[src/rtl/ft60x_bus_controller.sv]
// FT600/FT601 245-synchronous-FIFO bus controller: bounded bursts, round-robin direction choice.
// Optional statistics counters are built when FT60X_STATS_EN is defined.
module ft60x_bus_controller #(
  parameter int unsigned DATA_W     = 32,
  parameter int unsigned BE_W       = DATA_W / 8,
  parameter int unsigned MAX_BURST  = 256,
  parameter int unsigned RST_CYCLES = 16
) (
  input  logic              clk,
  input  logic              rst,
  input  logic              usb_tx_full,
  input  logic              usb_rx_empty,
  output logic              usb_wren_l,
  output logic              usb_rden_l,
  output logic              usb_outen_l,
  output logic              usb_rst_l,
  output logic              ft601_data_bus_dir,
  input  logic [DATA_W-1:0] usb_data_in,
  input  logic [BE_W-1:0]   usb_be_in,
  output logic [DATA_W-1:0] usb_data_out,
  output logic [BE_W-1:0]   usb_be_out,
  input  logic [DATA_W-1:0] periph_data,
  input  logic              periph_data_available,
  output logic              read_periph_data,
  output logic [DATA_W-1:0] rx_data,
  output logic [BE_W-1:0]   rx_be,
  output logic              rx_valid,
  input  logic              rx_afull
`ifdef FT60X_STATS_EN
  ,
  output logic [31:0]       stat_tx_words,
  output logic [31:0]       stat_rx_words,
  output logic [15:0]       stat_bursts
`endif
);

  localparam int unsigned CntW = $clog2(MAX_BURST + 1);
  localparam int unsigned RstW = $clog2(RST_CYCLES + 1);

  typedef enum logic [2:0] {
    StReset, StIdle, StRdOe, StRdBurst, StRdEnd, StWrBurst, StTurn
  } state_e;

  state_e            state_q, state_d;
  logic [RstW-1:0]   rst_cnt_q, rst_cnt_d;
  logic [CntW-1:0]   burst_cnt_q, burst_cnt_d;
  logic              last_rd_q, last_rd_d;
  logic [DATA_W-1:0] rx_data_q;
  logic [BE_W-1:0]   rx_be_q;
  logic              rx_valid_q;

  logic rd_req, wr_req, wr_go, rd_cap, cnt_max;

  assign rd_req  = !usb_rx_empty && !rx_afull;
  assign wr_req  = periph_data_available && !usb_tx_full;
  assign cnt_max = (burst_cnt_q == CntW'(MAX_BURST));
  // A write burst that has hit its limit spends its exit cycle without writing.
  assign wr_go   = (state_q == StWrBurst) && wr_req && !cnt_max;
  assign rd_cap  = (state_q == StRdBurst) && !usb_rx_empty;

  always_ff @(posedge clk) begin
    if (rst) begin
      state_q     <= StReset;
      rst_cnt_q   <= '0;
      burst_cnt_q <= '0;
      last_rd_q   <= 1'b0;
    end else begin
      state_q     <= state_d;
      rst_cnt_q   <= rst_cnt_d;
      burst_cnt_q <= burst_cnt_d;
      last_rd_q   <= last_rd_d;
    end
  end

  always_comb begin
    state_d     = state_q;
    rst_cnt_d   = rst_cnt_q;
    burst_cnt_d = burst_cnt_q;
    last_rd_d   = last_rd_q;
    case (state_q)
      StReset: begin
        if (rst_cnt_q == RstW'(RST_CYCLES - 1)) state_d = StIdle;
        else rst_cnt_d = rst_cnt_q + RstW'(1);
      end
      StIdle: begin
        burst_cnt_d = '0;
        if (rd_req && (!wr_req || !last_rd_q)) begin
          state_d   = StRdOe;
          last_rd_d = 1'b1;
        end else if (wr_req) begin
          state_d   = StWrBurst;
          last_rd_d = 1'b0;
        end
      end
      StRdOe: state_d = StRdBurst;
      StRdBurst: begin
        if (rd_cap) burst_cnt_d = burst_cnt_q + CntW'(1);
        // Leave on the last word so rden_l never pulls a word we would drop.
        if (usb_rx_empty || rx_afull || (burst_cnt_d == CntW'(MAX_BURST))) state_d = StRdEnd;
      end
      StRdEnd: state_d = StTurn;
      StWrBurst: begin
        if (wr_go) burst_cnt_d = burst_cnt_q + CntW'(1);
        else state_d = StTurn;
      end
      StTurn:  state_d = StIdle;
      default: state_d = StReset;
    endcase
  end

  always_comb begin
    usb_wren_l         = 1'b1;
    usb_rden_l         = 1'b1;
    usb_outen_l        = 1'b1;
    ft601_data_bus_dir = 1'b0;
    read_periph_data   = 1'b0;
    case (state_q)
      StRdOe:    usb_outen_l = 1'b0;
      StRdBurst: begin
        usb_outen_l = 1'b0;
        usb_rden_l  = 1'b0;
      end
      StWrBurst: begin
        ft601_data_bus_dir = 1'b1;
        usb_wren_l         = !wr_go;
        read_periph_data   = wr_go;
      end
      default: ;
    endcase
  end

  assign usb_rst_l    = (state_q != StReset);
  assign usb_data_out = periph_data;
  assign usb_be_out   = '1;

  always_ff @(posedge clk) begin
    if (rst) begin
      rx_valid_q <= 1'b0;
      rx_data_q  <= '0;
      rx_be_q    <= '0;
    end else begin
      rx_valid_q <= rd_cap;
      if (rd_cap) begin
        rx_data_q <= usb_data_in;
        rx_be_q   <= usb_be_in;
      end
    end
  end

  assign rx_valid = rx_valid_q;
  assign rx_data  = rx_data_q;
  assign rx_be    = rx_be_q;

`ifdef FT60X_STATS_EN
  logic [31:0] stat_tx_q, stat_rx_q;
  logic [15:0] stat_bursts_q;
  logic        burst_done;

  assign burst_done = (state_q != StTurn) && (state_d == StTurn);

  always_ff @(posedge clk) begin
    if (rst) begin
      stat_tx_q     <= '0;
      stat_rx_q     <= '0;
      stat_bursts_q <= '0;
    end else begin
      stat_tx_q     <= stat_tx_q + 32'(wr_go);
      stat_rx_q     <= stat_rx_q + 32'(rd_cap);
      stat_bursts_q <= stat_bursts_q + 16'(burst_done);
    end
  end

  assign stat_tx_words = stat_tx_q;
  assign stat_rx_words = stat_rx_q;
  assign stat_bursts   = stat_bursts_q;
`endif

endmodule

[config.mk]
export PLATFORM = sky130hd
export DESIGN_NAME = ft60x_bus_controller
export DESIGN_NICKNAME = d
export VERILOG_FILES = /design/src/rtl/ft60x_bus_controller.sv
export SDC_FILE = /design/constraint.sdc
export NUM_CORES = 1
export LEC_CHECK = 0
export ABC_AREA = 1
export CAP_MARGIN = 20
export CORE_ASPECT_RATIO = 2
export CORE_MARGIN = 3
export CORE_UTILIZATION = 39
export DETAILED_ROUTE_END_ITERATION = 7
export GPL_ROUTABILITY_DRIVEN = 0
export PLACE_DENSITY = 0.8
export SETUP_SLACK_MARGIN = 0.1
export SLEW_MARGIN = 20
export SYNTH_ARGS = -nofsm -noshare
export SYNTH_HDL_FRONTEND = slang
export SYNTH_SLANG_ARGS = --single-unit
[constraint.sdc]
create_clock -name clk -period 2.1 [get_ports clk]
set_input_delay 0.21 -clock clk [delete_from_list [all_inputs] [get_ports clk]]
set_output_delay 0.21 -clock clk [all_outputs]
set_load 0.01 [all_outputs]
==> flow_summary.json, run 1 <==
{
  "outcome": "finished clean",
  "worst_setup_path_end_kind": "primary output",
  "setup-tns-final_ns": 0,
  "setup_viol": 0,
  "ff2ff_path_depth": 10,
  "yosysTopAreaCell": "dfxtp_1",
  "static-leakage-power_nw": 1.436,
  "number_of_maximum_capacitance_violations": 0,
  "internal-power_mw": 2.054,
  "r2r_start": "rst_cnt_q[1]$_SDFFE_PP0P_",
  "cts_num_sinks": 55,
  "slowest_delay_ns": 0.53,
  "largest_family_of_logic_cells_by_synthesized_area": "simple AND/OR/NAND/NOR gates",
  "timing.reg2reg.setup_slack_ns": 0.29,
  "remaining_drc_errors": 0,
  "route.detailed.vias_per_inst": 5.072,
  "hpwlAfterDp_mm": 5.763,
  "globalRoute.busiestLayer": "met2",
  "clock_insertion_delay_worst_skew_ns": 0.29,
  "tritoncts_buffer_count": 5,
  "placementRows": 43,
  "syn_area_per_cell_um2": 7.045,
  "postSynthCellCount": 406,
  "drt-initial-drc-count": 153,
  "share_of_cell_area_taken_by_muxes_after_synthesis": 0,
  "diode_insertion_count_for_antenna_repair": 0,
  "power-per-cell-area_nw_per_um2": 865.2,
  "vdd.ir_drop.worst_mv": 0.6082,
  "dominantRegCellSynth": "dfxtp_1",
  "finClkSkew_ns": 0.006590,
  "ys_seq_area_frac": 0.3850,
  "power.sequential.fraction": 0.411,
  "design.portCount": 153,
  "drive_above_1_share": 0.09307,
  "timing.critical_path.fanout_max": 5,
  "synth_adder_area_share": 0.01750,
  "use_met2": 0.3249,
  "route.detailed.wl_per_inst_um": 13.58,
  "synth-compound-area-share": 0.1365,
  "port_buffers": 84,
  "die_height_um": 127.1,
  "hold_path_class": "in -> out",
  "synth.top_cells.by_count": "nor2_1, dfxtp_1, nand2_1",
  "switching_share": 0.3633,
  "worst_hold_path.num_cells": 0,
  "crit_path_cell_trace": "inv_2 -> ha_1 -> nand4_1 -> o21a_2 -> clkdlybuf4s50_1",
  "net_switching_mw": 1.172,
  "cts.reportedPaths.clkPinSlew_ns": 0.07,
  "yosysMostFrequentCell": "nor2_1",
  "final_clock_period_utilization_by_the_worst_path": 0.9358,
  "timing.critical_path.from_type": "register",
  "dr_total_vias": 2800,
  "syn_area_um2": 2860,
  "clock_power_share": 0.260,
  "hold-worst-slack_ns": 0.4200,
  "crit_slowest_cell": "clkdlybuf4s50_1",
  "critical_register_to_register_path_endpoint": "rst_cnt_q[3]$_SDFFE_PP0P_",
  "dr.pass1.iters": 4,
  "core_area_um2": 7048,
  "simple_gate_fraction_of_synth_area": 0.2983,
  "synth_enable_flop_cells": 0,
  "yosysWarningCount": 0,
  "largest_net_degree_at_the_start_of_global_routing": 37,
  "grt_overflow": 0,
  "routed_wl_mm": 7.496,
  "synthDistinctLibCells": 30,
  "via_count_of_the_first_global_routing_pass": 2726,
  "die_w_um": 66.56,
  "antenna_found_initial": 0,
  "achievable_frequency_mhz": 508.9,
  "syn_to_final_growth_pct": 30.36,
  "hold_violations": 0,
  "arrival_ns": 1.76,
  "initial_util": 0.4058,
  "finalMaxSlewViolations": 0,
  "drtAntennaViolNets": 0,
  "die-area_um2": 8460,
  "cts_max_path_buffers": 2,
  "comb_power_share": 0.328,
  "fin_nets": 539,
  "ys_top_cells_by_area": "dfxtp_1, nor2_1, buf_4",
  "setup.worst_path.class": "reg -> out",
  "async_flop_share": 0,
  "grtUsageMet1": 0.1660,
  "cts_max_level": 2,
  "cp.buffers_inverters": 2,
  "worst_hold_startpoint": "periph_data[5]",
  "synth_xor_area_frac": 0,
  "postSynthRegisterBits": 55,
  "worst_path_dominant_cell_family": "buffers and inverters",
  "grt_usage": 0.1798,
  "unrepaired_setup_endpoints_after_global_routing": "true",
  "cts_root_buf": "clkbuf_16",
  "timing.critical_path.required_ns": 1.89,
  "grt_pass1_wl_mm": 11.95,
  "post-synth-top-area-fraction": 0.3850,
  "fill_cells": 688,
  "grt_use_met3": 0.03694,
  "min_period_ns": 1.965,
  "timing.hold.worst_endpoint": "usb_data_out[5]",
  "cts_tree": "yes"
}
## power groups by stage
stage               Combinational (mW)  Sequential [mW]  Clock [mW]
floorplan                        0.748             1.31           0
global placement                 0.994             1.33           0
detailed placement                1.04             1.34           0
CTS                               1.05             1.32       0.865
global route                      1.19             1.34       0.909
finish                            1.06             1.33       0.839
## worst max path at each step
stage,to,start,slack (ns),cells after the start
finish,read_periph_data,burst_cnt_q[0]$_SDFFE_PP0P_,0.13,5
global route,read_periph_data,burst_cnt_q[0]$_SDFFE_PP0P_,0.09,5
CTS,read_periph_data,burst_cnt_q[1]$_SDFFE_PP0P_,0.13,5
detailed placement,state_q[0]$_SDFFE_PP0P_,usb_rx_empty,0.13,12
global placement,state_q[2]$_SDFFE_PP0P_,usb_rx_empty,0.21,12
floorplan,rst_cnt_q[3]$_SDFFE_PP0P_,rst_cnt_q[0]$_SDFFE_PP0P_,0.47,10
## stage by stage
step	util	instances	setup WS, ns	instance area, um2	power (mW)
after floorplan	-	409	0.4730	2872	2.054
after global placement	0.5033	542	0.2117	3547	2.324
after detailed placement	0.5033	542	0.1319	3547	2.372
after CTS	0.5273	552	0.1250	3716	3.231
after global routing	0.5290	552	0.08685	3729	3.443
final	0.5290	552	0.1348	3729	3.226
## logic make-up (layout without fill, tap and decap cells)
kind of cell | after synthesis | in the layout
adder cells (fa/ha/maj) | 4 | 4
other | 1 | 4
buffers and inverters | 82 | 135
AO/OA/AOI/OAI | 73 | 73
flip-flops | 55 | 55
AND/OR/NAND/NOR | 191 | 191
## flip-flops by register name, summed over array words and instances (netlist names)
signal,count
rx_be,4
state_q,3
burst_cnt_q,9
rx_valid,1
rst_cnt_q,5
last_rd_q,1
rx_data,32
## layout make-up
type,count,area [um2],share of cell area
well taps,90,112.6,0.03020
clock inverters,3,27.53,0.007383
flip-flops and latches,55,1106,0.2966
clock buffers,5,125.1,0.03356
repair buffers,94,914.6,0.2453
inverters,33,123.9,0.03322
multi-input cells,272,1319,0.3537
## cells in the final DEF (no fill, tap or decap), types with 5 or more instances in the layout
master / instances
buf_4: 10
dfxtp_1: 51
a21oi_1: 10
nand3_1: 20
a31oi_1: 6
o21ai_1: 10
clkbuf_16: 5
inv_1: 29
o21ai_0: 39
clkdlybuf4s50_1: 83
nand2_1: 55
nor2_1: 92
nor3_1: 5
## timing repair
item                                   in CTS  in global routing
cloned                                      0                  0
hold buffers                                0                  0
resized for setup                           4                  5
endpoints found under the hold margin       0                  0
pin swaps                                   0                  0
setup endpoints to repair                   2                  5
setup buffers                               2                  0
## layer usage
| layer | wire (um) | up-vias |
|---|---|---|
| met5 | 0 | - |
| li1 | - | 1370 |
| met4 | 531 | 0 |
| met3 | 440 | 50 |
| met2 | 3971 | 108 |
| met1 | 2553 | 1272 |
No activity file was read; power rests on OpenSTA's default activity.
==> run 2, diff against run 1 <==
- GPL_TIMING_DRIVEN: unset -> 0
- REMOVE_ABC_BUFFERS: unset -> 1
==> run 2 against run 1 <==
- maximum frequency rose by 4.1%
- largest cell class unchanged
- worst setup slack improved by 0.078 ns
- sequential cell count did not move
- critical path type unchanged
==> flow_summary.json, run 2 (synthesis results as in run 1) <==
{
  "net_switching_mw": 1.135,
  "timing.critical_path.fanout_max": 7,
  "timing.critical_path.required_ns": 1.89,
  "antenna_found_initial": 0,
  "layout.cells.most_common": "nor2_1",
  "drt-initial-drc-count": 111,
  "via_count_of_the_first_global_routing_pass": 2545,
  "hold-worst-slack_ns": 0.4201,
  "remaining_drc_errors": 0,
  "slew-limit-headroom": 0.5176,
  "fin_nets": 536,
  "internal-power_mw": 2.145,
  "syn_to_final_growth_pct": 30.58,
  "core_area_um2": 7048,
  "drive_above_1_share": 0.09586,
  "layout_setup_ws_ns": 0.2124,
  "setup_viol": 0,
  "cts_max_path_buffers": 2,
  "static-leakage-power_nw": 1.424,
  "hold_violations": 0,
  "grt_pass1_wl_mm": 13.88,
  "largest_reg_flops": 32,
  "layout.cells.most_common_list": "nor2_1, clkdlybuf4s50_1, nand2_1, dfxtp_1, o21ai_0",
  "worst_setup_path_end_kind": "primary output",
  "final_clock_period_utilization_by_the_worst_path": 0.8989,
  "die_w_um": 66.56,
  "largest_net_degree_at_the_start_of_global_routing": 50,
  "layout.area.seq_um2": 1106,
  "route.detailed.wl_per_inst_um": 16.94,
  "power_mw": 3.280,
  "placementRows": 43,
  "finClkSkew_ns": 0.005587,
  "finalMaxSlewViolations": 0,
  "fill_cells": 670,
  "worst-slew-pin-transition_ns": 0.7236,
  "setup.worst_path.class": "reg -> out",
  "arrival_ns": 1.68,
  "port_buffers": 84,
  "drtAntennaViolNets": 0,
  "vdd.ir_drop.worst_mv": 0.7470,
  "routed_wl_mm": 9.302,
  "pre_cts_ws_ns": -0.1983,
  "design.portCount": 153,
  "die-area_um2": 8460,
  "cts_root_buf": "clkbuf_16",
  "achievable_frequency_mhz": 529.8,
  "comb_power_share": 0.311,
  "unrepaired_setup_endpoints_after_global_routing": "false",
  "tritoncts_buffer_count": 5,
  "cts_tree": "yes",
  "outcome": "finished clean",
  "clock_insertion_delay_worst_skew_ns": 0.29,
  "dr_total_vias": 2782,
  "hold_path_class": "in -> out",
  "grt_usage": 0.2246,
  "cts.reportedPaths.clkPinSlew_ns": 0.07,
  "dr.pass1.iters": 5,
  "multi_input_combinational_cell_area_um2": 1353,
  "min_period_ns": 1.888,
  "number_of_maximum_capacitance_violations": 0,
  "grt_overflow": 0,
  "cts_num_sinks": 55,
  "power-per-cell-area_nw_per_um2": 878.2,
  "route.detailed.vias_per_inst": 5.067,
  "diode_insertion_count_for_antenna_repair": 0,
  "timing.critical_path.from_type": "register",
  "cts_max_level": 2,
  "clock_power_share": 0.286,
  "power.sequential.fraction": 0.402,
  "hpwlAfterDp_mm": 6.923,
  "die_height_um": 127.1,
  "initial_util": 0.4058,
  "switching_share": 0.3461
}
==> run 2: metrics by stage <==
| stage | cells | TNS, ns | area, um2 | util |
|---|---|---|---|---|
| after CTS | 544 | 0 | 3692 | 0.5239 |
| after global routing | 549 | 0 | 3735 | 0.5299 |
| after detailed placement | 534 | -0.5669 | 3487 | 0.4948 |
| after floorplan | 360 | 0 | 2534 | - |
| after global placement | 534 | -5.484 | 3487 | 0.4948 |
| final | 549 | 0 | 3735 | 0.5299 |
==> run 2: worst paths after layout <==
check / to / cells past startpoint / slack [ns] / start
max: ft601_data_bus_dir / 5 / 0.21 / state_q[2]$_SDFFE_PP0P_
min: usb_data_out[12] / 0 / 0.42 / periph_data[12]
max reg2reg: state_q[2]$_SDFFE_PP0P_ / 12 / 0.29 / state_q[2]$_SDFFE_PP0P_
min reg2reg: rx_data[0]$_SDFFE_PP0P_ / 2 / 0.48 / rx_data[0]$_SDFFE_PP0P_
==> run 2: worst max-delay path, stage by stage (launching register included) <==
cell and delay (ns):
dfxtp_2 0.37, inv_2 0.09, nor2_4 0.12, nand2_2 0.12, inv_2 0.14, clkdlybuf4s50_1 0.55
==> run 2: area by class of cell <==
| cell class | instances | area share |
|---|---|---|
| multi-input cells | 274 | 0.3621 |
| flip-flops and latches | 55 | 0.2961 |
| repair buffers | 89 | 0.2332 |
| clock buffers | 5 | 0.03350 |
| inverters | 33 | 0.03317 |
| well taps | 90 | 0.03015 |
| clock inverters | 3 | 0.01173 |
==> run 2: repair_timing <==
action                     4_1_cts  5_1_grt
buffers inserted                 0        5
cloned                           2        0
pin swaps                        1        3
gates resized for setup          8        8
hold buffers                     0        0
setup endpoints to repair        6        6
==> run 2: power groups by stage <==
stage	Clock (mW)	Sequential (mW)	Combinational, mW
after floorplan	0	1.31	0.674
after global placement	0	1.32	0.943
after detailed placement	0	1.33	0.984
after CTS	0.968	1.31	1.00
after global routing	1.00	1.34	1.17
final	0.939	1.32	1.02
==> run 2: metal layers <==
layer	part of all wire	GRT usage
met3	0.15	0.1434
met2	0.51	0.3934
met1	0.29	0.1852
met5	0	0.006579
met4	0.043	0.1150
